--- src/rtl/posit_decoded_mul_if.sv ---
// -----------------------------------------------------------------------------
// posit_decoded_mul_if
//   Bundles the operand-side and result-side valid/ready channels of the
//   decoded posit multiplier.
//   Operand side : in_valid/in_ready, per-operand sign, regime, exponent,
//                  fraction and zero/NaR flags.
//   Result side  : out_valid/out_ready, out_sign, out_scale, out_mant,
//                  out_zero, out_nar.
//   slave  modport : the multiplier core.
//   master modport : the producer/consumer around the core.
// -----------------------------------------------------------------------------
interface posit_decoded_mul_if #(
  parameter int width = 32,
  parameter int es    = 2
);
  localparam int SW = width + es + 2;

  logic               in_valid;
  logic               in_ready;
  logic               a_sign,     b_sign;
  logic [width-2:0]   a_regime,   b_regime;
  logic [width-2:0]   a_exponent, b_exponent;
  logic [width-2:0]   a_fraction, b_fraction;
  logic               a_zero,     b_zero;
  logic               a_nar,      b_nar;

  logic               out_valid;
  logic               out_ready;
  logic               out_sign;
  logic [SW-1:0]      out_scale;
  logic [2*width-1:0] out_mant;
  logic               out_zero;
  logic               out_nar;

  modport slave (
    input  in_valid, a_sign, b_sign, a_regime, b_regime, a_exponent, b_exponent,
           a_fraction, b_fraction, a_zero, b_zero, a_nar, b_nar, out_ready,
    output in_ready, out_valid, out_sign, out_scale, out_mant, out_zero, out_nar
  );

  modport master (
    output in_valid, a_sign, b_sign, a_regime, b_regime, a_exponent, b_exponent,
           a_fraction, b_fraction, a_zero, b_zero, a_nar, b_nar, out_ready,
    input  in_ready, out_valid, out_sign, out_scale, out_mant, out_zero, out_nar
  );
endinterface

--- src/rtl/posit_decoded_mul.sv ---
// -----------------------------------------------------------------------------
// posit_decoded_mul
//   Multi-cycle multiplier for posit operands already split into fields.
//   Produces an unrounded, normalised product (sign, scale, mantissa) for the
//   downstream rounding/encode stage. The mantissa product is built with a
//   radix-2 shift-add loop, one multiplier bit per cycle.
//   Ports:
//     clk   - rising-edge clock
//     rst_n - asynchronous active-low reset
//     bus   - operand and result valid/ready channels (slave side)
//   Latency: width+2 cycles for ordinary operands, 1 cycle for zero/NaR.
// -----------------------------------------------------------------------------
module posit_decoded_mul #(
  parameter int width = 32,
  parameter int es    = 2
) (
  input  logic              clk,
  input  logic              rst_n,
  posit_decoded_mul_if.slave bus
);
  localparam int SW = width + es + 2;
  localparam int CW = $clog2(width);
  localparam int MW = 2 * width;

  typedef enum logic [1:0] {IDLE, MUL, NORM, DONE} state_e;

  state_e          state_q, state_d;
  logic [CW-1:0]   cnt_q,   cnt_d;
  logic [MW-1:0]   acc_q,   acc_d;    // running partial product
  logic [MW-1:0]   ma_q,    ma_d;     // multiplicand, shifted left per step
  logic [width-1:0] mb_q,   mb_d;     // multiplier, shifted right per step
  logic [SW-1:0]   scale_q, scale_d;
  logic [MW-1:0]   mant_q,  mant_d;
  logic            sign_q,  sign_d;
  logic            zero_q,  zero_d;
  logic            nar_q,   nar_d;

  // scale = regime * 2^es + exponent[es-1:0], in two's complement at SW bits.
  // Upper exponent bits from the decoder carry no meaning and are dropped.
  function automatic logic [SW-1:0] to_scale(input logic [width-2:0] regime,
                                             input logic [width-2:0] exponent);
    logic [SW-1:0] r;
    r = {{(SW-width+1){regime[width-2]}}, regime};
    return (r << es) + {{(SW-es){1'b0}}, exponent[es-1:0]};
  endfunction

  // NOTE: every combinational output gets a default first so no path leaves
  // a signal unassigned, which would otherwise infer a latch.
  always_comb begin
    state_d = state_q;
    cnt_d   = cnt_q;
    acc_d   = acc_q;
    ma_d    = ma_q;
    mb_d    = mb_q;
    scale_d = scale_q;
    mant_d  = mant_q;
    sign_d  = sign_q;
    zero_d  = zero_q;
    nar_d   = nar_q;

    unique case (state_q)
      IDLE: begin
        if (bus.in_valid) begin
          acc_d  = '0;
          mant_d = '0;
          cnt_d  = CW'(width - 1);
          ma_d   = {{width{1'b0}}, 1'b1, bus.a_fraction};
          mb_d   = {1'b1, bus.b_fraction};
          if (bus.a_nar || bus.b_nar) begin
            // NaR dominates zero: 0 * NaR is NaR.
            nar_d   = 1'b1;
            zero_d  = 1'b0;
            sign_d  = 1'b0;
            scale_d = '0;
            state_d = DONE;
          end else if (bus.a_zero || bus.b_zero) begin
            nar_d   = 1'b0;
            zero_d  = 1'b1;
            sign_d  = 1'b0;
            scale_d = '0;
            state_d = DONE;
          end else begin
            nar_d   = 1'b0;
            zero_d  = 1'b0;
            sign_d  = bus.a_sign ^ bus.b_sign;
            scale_d = to_scale(bus.a_regime, bus.a_exponent)
                    + to_scale(bus.b_regime, bus.b_exponent);
            state_d = MUL;
          end
        end
      end
      MUL: begin
        if (mb_q[0]) acc_d = acc_q + ma_q;
        ma_d = ma_q << 1;
        mb_d = mb_q >> 1;
        if (cnt_q == '0) state_d = NORM;
        else             cnt_d   = cnt_q - CW'(1);
      end
      NORM: begin
        // Product of two values in [1,2) lies in [1,4): at most one bit of
        // renormalisation is ever needed.
        if (acc_q[MW-1]) begin
          scale_d = scale_q + SW'(1);
          mant_d  = acc_q;
        end else begin
          mant_d  = acc_q << 1;
        end
        state_d = DONE;
      end
      DONE: begin
        if (bus.out_ready) state_d = IDLE;
      end
      default: state_d = IDLE;
    endcase
  end

  // NOTE: state uses non-blocking assignments so every register samples the
  // pre-edge values; the datapath registers are few, so all are reset to give
  // clean outputs and a clear accumulator even when reset lands mid-multiply.
  always_ff @(posedge clk or negedge rst_n) begin
    if (!rst_n) begin
      state_q <= IDLE;
      cnt_q   <= '0;
      acc_q   <= '0;
      ma_q    <= '0;
      mb_q    <= '0;
      scale_q <= '0;
      mant_q  <= '0;
      sign_q  <= 1'b0;
      zero_q  <= 1'b0;
      nar_q   <= 1'b0;
    end else begin
      state_q <= state_d;
      cnt_q   <= cnt_d;
      acc_q   <= acc_d;
      ma_q    <= ma_d;
      mb_q    <= mb_d;
      scale_q <= scale_d;
      mant_q  <= mant_d;
      sign_q  <= sign_d;
      zero_q  <= zero_d;
      nar_q   <= nar_d;
    end
  end

  assign bus.in_ready  = (state_q == IDLE);
  assign bus.out_valid = (state_q == DONE);
  assign bus.out_sign  = sign_q;
  assign bus.out_scale = scale_q;
  assign bus.out_mant  = mant_q;
  assign bus.out_zero  = zero_q;
  assign bus.out_nar   = nar_q;
endmodule

--- src/flat_wrapper.sv ---
// flat-port wrapper written by rule: the top's interface ports become plain ports
module posit_decoded_mul_flat 
#(
  parameter int width = 32,
  parameter int es    = 2
)
  (clk, rst_n, bus_in_valid, bus_a_sign, bus_b_sign, bus_a_regime, bus_b_regime, bus_a_exponent, bus_b_exponent, bus_a_fraction, bus_b_fraction, bus_a_zero, bus_b_zero, bus_a_nar, bus_b_nar, bus_out_ready, bus_in_ready, bus_out_valid, bus_out_sign, bus_out_scale, bus_out_mant, bus_out_zero, bus_out_nar);
  posit_decoded_mul_if #(.width(width), .es(es)) bus_i ();
  input  logic clk;
  input  logic rst_n;
  input wire logic [$bits(bus_i.in_valid)-1:0] bus_in_valid;
  input wire logic [$bits(bus_i.a_sign)-1:0] bus_a_sign;
  input wire logic [$bits(bus_i.b_sign)-1:0] bus_b_sign;
  input wire logic [$bits(bus_i.a_regime)-1:0] bus_a_regime;
  input wire logic [$bits(bus_i.b_regime)-1:0] bus_b_regime;
  input wire logic [$bits(bus_i.a_exponent)-1:0] bus_a_exponent;
  input wire logic [$bits(bus_i.b_exponent)-1:0] bus_b_exponent;
  input wire logic [$bits(bus_i.a_fraction)-1:0] bus_a_fraction;
  input wire logic [$bits(bus_i.b_fraction)-1:0] bus_b_fraction;
  input wire logic [$bits(bus_i.a_zero)-1:0] bus_a_zero;
  input wire logic [$bits(bus_i.b_zero)-1:0] bus_b_zero;
  input wire logic [$bits(bus_i.a_nar)-1:0] bus_a_nar;
  input wire logic [$bits(bus_i.b_nar)-1:0] bus_b_nar;
  input wire logic [$bits(bus_i.out_ready)-1:0] bus_out_ready;
  output wire logic [$bits(bus_i.in_ready)-1:0] bus_in_ready;
  output wire logic [$bits(bus_i.out_valid)-1:0] bus_out_valid;
  output wire logic [$bits(bus_i.out_sign)-1:0] bus_out_sign;
  output wire logic [$bits(bus_i.out_scale)-1:0] bus_out_scale;
  output wire logic [$bits(bus_i.out_mant)-1:0] bus_out_mant;
  output wire logic [$bits(bus_i.out_zero)-1:0] bus_out_zero;
  output wire logic [$bits(bus_i.out_nar)-1:0] bus_out_nar;
  assign bus_i.in_valid = bus_in_valid;
  assign bus_i.a_sign = bus_a_sign;
  assign bus_i.b_sign = bus_b_sign;
  assign bus_i.a_regime = bus_a_regime;
  assign bus_i.b_regime = bus_b_regime;
  assign bus_i.a_exponent = bus_a_exponent;
  assign bus_i.b_exponent = bus_b_exponent;
  assign bus_i.a_fraction = bus_a_fraction;
  assign bus_i.b_fraction = bus_b_fraction;
  assign bus_i.a_zero = bus_a_zero;
  assign bus_i.b_zero = bus_b_zero;
  assign bus_i.a_nar = bus_a_nar;
  assign bus_i.b_nar = bus_b_nar;
  assign bus_i.out_ready = bus_out_ready;
  assign bus_in_ready = bus_i.in_ready;
  assign bus_out_valid = bus_i.out_valid;
  assign bus_out_sign = bus_i.out_sign;
  assign bus_out_scale = bus_i.out_scale;
  assign bus_out_mant = bus_i.out_mant;
  assign bus_out_zero = bus_i.out_zero;
  assign bus_out_nar = bus_i.out_nar;
  posit_decoded_mul #(.width(width), .es(es)) u_core (.clk(clk), .rst_n(rst_n), .bus(bus_i));
endmodule
--- config.mk ---
export PLATFORM = sky130hd
export DESIGN_NAME = posit_decoded_mul_flat
export DESIGN_NICKNAME = d
export VERILOG_FILES = /design/src/rtl/posit_decoded_mul_if.sv /design/src/rtl/posit_decoded_mul.sv /design/src/flat_wrapper.sv
export SDC_FILE = /design/constraint.sdc
export NUM_CORES = 1
export LEC_CHECK = 0
export ABC_AREA = 0
export BUFFER_PORTS_ARGS = -buffer_cell sky130_fd_sc_hd__buf_4
export CAP_MARGIN = 10
export CORE_MARGIN = 1.5
export CORE_UTILIZATION = 45
export CTS_CLUSTER_DIAMETER = 120
export DETAILED_ROUTE_END_ITERATION = 10
export PLACE_DENSITY_LB_ADDON = 0.15
export SKIP_CTS_REPAIR_TIMING = 1
export SLEW_MARGIN = 15
export SYNTH_ARGS = -nofsm -noshare
export SYNTH_HDL_FRONTEND = slang
export SYNTH_SLANG_ARGS = --single-unit
--- constraint.sdc ---
create_clock -name clk -period 7 [get_ports clk]
set_input_delay 1.75 -clock clk [delete_from_list [all_inputs] [get_ports clk]]
set_output_delay 1.75 -clock clk [all_outputs]
set_load 0.005 [all_outputs]
### Word level (Yosys, flattened, before mapping)

Index checks and enable logic that the tools add are counted.

* register bits: 270
* word-level logic and storage cells: 67

* eq/ne operators: 9
* muxes and demuxes: 28
* bitwise gates (word level): 1
* add/subtract/negate cells: 6
* reductions and logical operators: 13

Operators by type and width (number)
* $pmux 64 s2: 3
* $mux 64: 4
* $mux 36: 4
* $pmux 36 s2: 1
* $add 33x3->34: 2
* $add 64x64->64: 1
* $pmux 32 s2: 1
* $add 36x1->36 const B: 1
* $add 36x36->36: 1
* $mux 32: 1
* $reduce_and 3->1: 4
* $mux 2: 5
* $mux 5: 2
* $pmux 5 s2: 1
* $pmux 2 s4: 1
* $ne 2x1->1 const B: 3
* $ne 2x2->1 const B: 3
* $reduce_and 2->1: 3
* $logic_not 5->1: 1
* $mux 1: 5
* $sub 5x1->5 const B: 1
* $eq 2x2->1 const B: 2
* $reduce_bool 2->1: 2
* $eq 2x1->1 const B: 1
* 3 further kinds: 4

### Logic depth before layout (Yosys ltp)

* word-level depth: 6
* depth in mapped cells: 12

### Least setup slack after synthesis

No wires, ideal clock.

* path type: input-to-reg
* start: in bus_b_exponent[0]
* end: reg u_core.scale_q[32], in the netlist u_core.bus.out_scale[32]
* cell stages on the path: 12
* path slack: 2.692 ns
* arrival: 4.184 ns
* path buffers: 0
* library setup time: 0.124 ns
* data required time: 6.876 ns
* cells stage by stage: ha_1 fa_1 a21oi_1 o21ai_0 a2111o_1 nand3_1 a31o_2 a21oi_1 o2111a_1 a211oi_2 nor4_1 a211o_1

* cells in the longest elaborated chain, start to end: 6

RTL lines
* start, declared: line flat_wrapper.sv:17 `input wire logic [$bits(bus_i.b_exponent)-1:0] bus_b_exponent;`
* $add 33x3->34: line posit_decoded_mul.sv:44 `return (r << es) + {{(SW-es){1'b0}}, exponent[es-1:0]};`
* $add 36x36->36: line posit_decoded_mul.sv:87 `+ to_scale(bus.b_regime, bus.b_exponent);`
* $mux 36: line posit_decoded_mul.sv:76 `end else if (bus.a_zero || bus.b_zero) begin`
* $mux 36: line posit_decoded_mul.sv:69 `if (bus.a_nar || bus.b_nar) begin`
* $mux 36: line posit_decoded_mul.sv:63 `if (bus.in_valid) begin`
* $pmux 36 s2: line posit_decoded_mul.sv:61 `unique case (state_q)`
* end signal, assigned: line posit_decoded_mul.sv:138 `scale_q <= scale_d;`
* end, declared: line posit_decoded_mul.sv:32 `logic [SW-1:0] scale_q, scale_d;`

Every way passes these cells. The select of a mux whose other input is x is not followed.
A chain may end at the register's enable or synchronous reset.

### Worst setup path in the final report

* start: in bus_b_exponent[1]
* end: reg u_core.scale_q[35], in the netlist u_core.bus.out_scale[35]

The elaborated chain is that of the path after synthesis.

==> flow_summary.yaml <==
placed_design:
  placed_cell_area_um2: 19510
  portBuffers: 242
  place_inst: 2579
  hpwlAfterDp_um: 32860
  gp_congestion: 0.8961
global_route:
  grt.overflow.total: 0
  grt_pass1_wl_um: 74370
  antenna_found_initial: 1
  grt_use_total_pct: 22.92
  grt_pass1_vias: 14470
  grt_start_max_net_pins: 117
power_and_ir_drop:
  p_seq_share_pct: 34.3
  ir_worst_vdd_mv: 0.3731
  clkPwrFrac_pct: 22.1
  power.total_mw: 7.119
  switching_share_pct: 41.33
  leakage_nw: 9.469
  cellPowerDensity_nw_per_um2: 346.8
  comb_power_share_pct: 43.6
  netSwitchingPower_mw: 2.942
  power.internal_mw: 4.176
detailed_routing:
  wl_per_cell_um: 17.33
  routed_wl_um: 45720
  dr.pass1.iters: 6
  drc_errors: 0
  drt_iter0_markers: 827
  ant_nets: 0
  vias_per_cell: 5.641
  vias: 14880
floorplan:
  num_io_pins: 301
  die_h_um: 198.8
  die-area_um2: 39530
  start_util_pct: 45.81
  num_rows: 71
  fp.coreArea_um2: 37670
  die_w_um: 198.8
finish:
  seq_area_um2: 6760
  area_delta_synth_final_pct: 18.96
  finalNetCount: 2403
  multiInputGateArea_um2: 10050
  finalNonFillerCells: 2638
  drive_above_1_share_pct: 16.56
  final_area_um2: 20530
  fillCellCount: 3499
logic_synthesis:
  ys.flop_type: "dfrtp_1"
  netlist.area_leader.share_pct: 39.16
  synth_edf_count: 0
  yosys_register_bits: 270
  synth_area_um2: 17260
  synth_top_cell_by_area: "dfrtp_1"
  yosys_warnings: 0
  synthCells: 1911
  synth_cell_types: 85
  syn_nets: 2212
  postSynthAreaPerCell_um2: 9.029
  yosysSeqAreaShare_pct: 39.16
  ys_async_sr_fraction_pct: 100.0
  synth_area_leaders: "dfrtp_1, ha_1, mux2i_1"
worst_setup_path:
  r2r-start: "u_core.ma_q[0]$_DFFE_PN0P_"
  critPathLaunch: "bus_b_exponent[1]"
  cp_slowest_cell: "a311oi_1"
  worstSetupEndpointType: "register"
  crit_chain: "buf_4 -> ha_1 -> a21o_1 -> a21oi_1 -> o211ai_1 -> a21oi_1 -> a311oi_1 -> nor2_1 -> o21ai_1 -> a311oi_1 -> or2_1 -> a221o_1"
  crit_type: "primary input to register"
  required_ns: 7.44
  slowest_delay_ns: 0.49
  path_max_fanout: 5
  arrival_ns: 4.65
  start_kind: "primary input"
timing:
  worst_slew_pin_slew_ns: 1.083
  period_share_pct: 60.13
  finalSetupTns_ns: 0
  relSlewSlack_pct: 27.80
  finalCriticalPeriod_ns: 4.209
  max_freq_ghz: 0.2376
  hold_violations: 0
  rsz0062_at_grt: "no"
  slew_viol_final: 0
  setup_violations: 0
  whs_ns: 0.4808
  clock_skew_ns: 0.01246
cts:
  clockBufferDepth: 3
  insertion_delay_ns: 0.57
  cts.sinks: 270
  cts_buffers: 31
  cts_htree_levels: 1
  cts_root_buf: "clkbuf_16"
  cts_tree: "built"
  clkTransAtPathRegs_ns: 0.06
job:
  cap_violations: 0
hold_path:
  min_path_type: "register to register"
  hold_start: "u_core.mb_q[11]$_DFFE_PN0P_"
status:
  status: "completed"
[critical path: cells and delay by family]
kind                       cells  cell delay, ns
AOI/OAI and AO/OA              8            2.08
adders and majority gates      1            0.27
buffers and inverters          1            0.13
and+or+nand+nor                2            0.41
[synth_stat cells (12+ instances only)]
cell type,n
a21o_1,63
a21oi_1,90
a22o_1,43
a22oi_1,21
and3_1,18
buf_1,19
clkbuf_1,76
dfrtp_1,270
ha_1,103
inv_1,32
mux2i_1,126
nand2_1,279
nand2b_1,14
nand3_1,47
nand4_1,18
nor2_1,89
nor3_1,32
o21ai_0,250
o21ai_1,12
o21bai_1,22
o31ai_1,12
xnor2_1,48
xor2_1,34
[cells by family (layout without fill, tap and decap cells)]
kind of cell | count (synthesis) | in the layout | share of synthesized area, %
AO/OA/AOI/OAI | 631 | 631 | 23.62
AND/OR/NAND/NOR | 555 | 555 | 14.46
flip-flops | 270 | 270 | 39.16
multiplexers | 137 | 137 | 8.027
buffers and inverters | 131 | 346 | 2.879
adder cells (fa/ha/maj) | 105 | 105 | 7.701
XOR/XNOR | 82 | 82 | 4.162
other | 0 | 1 | 0
[sequential cells by signal (all words and copies together), names as in the netlist]
register,flops
u_core.bus.out_zero,1
u_core.cnt_q,5
u_core.acc_q,64
u_core.bus.out_sign,1
u_core.mb_q,32
u_core.state_q,2
u_core.bus.out_mant,64
u_core.ma_q,64
u_core.bus.out_nar,1
u_core.bus.out_scale,36
[path summary, 6_finish.rpt]
| kind | end | slack (ns) | depth (start not counted) |
|---|---|---|---|
| setup / recovery | u_core.bus.out_scale[35]$_DFFE_PN0P_ | 2.79 | 12 |
| hold reg to reg | u_core.mb_q[11]$_DFFE_PN0P_ | 0.48 | 2 |
| setup reg to reg | u_core.acc_q[40]$_DFFE_PN0P_ | 3.51 | 12 |
| max in group asynchronous | u_core.acc_q[63]$_DFFE_PN0P_ | 4.49 | 2 |
| hold / removal | u_core.mb_q[11]$_DFFE_PN0P_ | 0.48 | 2 |
| min in group asynchronous | u_core.bus.out_mant[30]$_DFFE_PN0P_ | 1.20 | 1 |
[metal layers]
metal	track usage [%]	vias up	part of all wire (%)
li1	-	7365	-
met1	31.71	7079	46
met2	37.72	380	46
met3	3.849	56	6.6
met4	4.686	0	1.6
met5	0	-	0
[placed cells by master, fill, tap and decap left out, drive strengths merged, types with 7 or more instances in the layout]
master	netlist	layout
nand2	280	280
dfrtp	270	270
o21ai	262	262
buf	23	257
mux2i	126	126
ha	103	103
a21oi	93	93
nor2	89	89
a21o	63	63
xnor2	48	48
nand3	47	47
clkbuf	76	46
a22o	43	43
xor2	34	34
inv	32	33
nor3	33	33
o21bai	22	22
a22oi	21	21
and3	20	20
nand4	18	18
o31ai	15	15
nand2b	14	14
a211oi	12	12
nor2b	11	11
mux2	11	11
and2	11	11
o21a	11	11
a31oi	11	11
clkinv	0	9
a31o	7	7
o211ai	7	7
[power by group through the flow]
stage	Combinational [mW]	Clock (mW)	Sequential, mW
floorplan	2.15	0	2.35
global placement	3.02	0	2.45
detailed placement	3.07	0	2.47
CTS	3.09	1.61	2.44
global route	3.49	1.68	2.51
finish	3.10	1.57	2.44
[stage by stage]
step	util, %	setup slack, ns
floorplan	-	2.692
global placement	51.80	2.243
detailed placement	51.80	2.228
CTS	54.42	2.822
global route	54.50	2.602
finish	54.50	2.791
[cell type report]
cell class,instances,area share [%]
multi-input cells,1510,48.96
flip-flops and latches,270,32.93
repair buffers,257,9.594
clock buffers,46,4.395
well taps,511,3.115
inverters,32,0.5852
clock inverters,11,0.4084
diodes,1,0.01219
No activity file was read; power rests on OpenSTA's default activity.
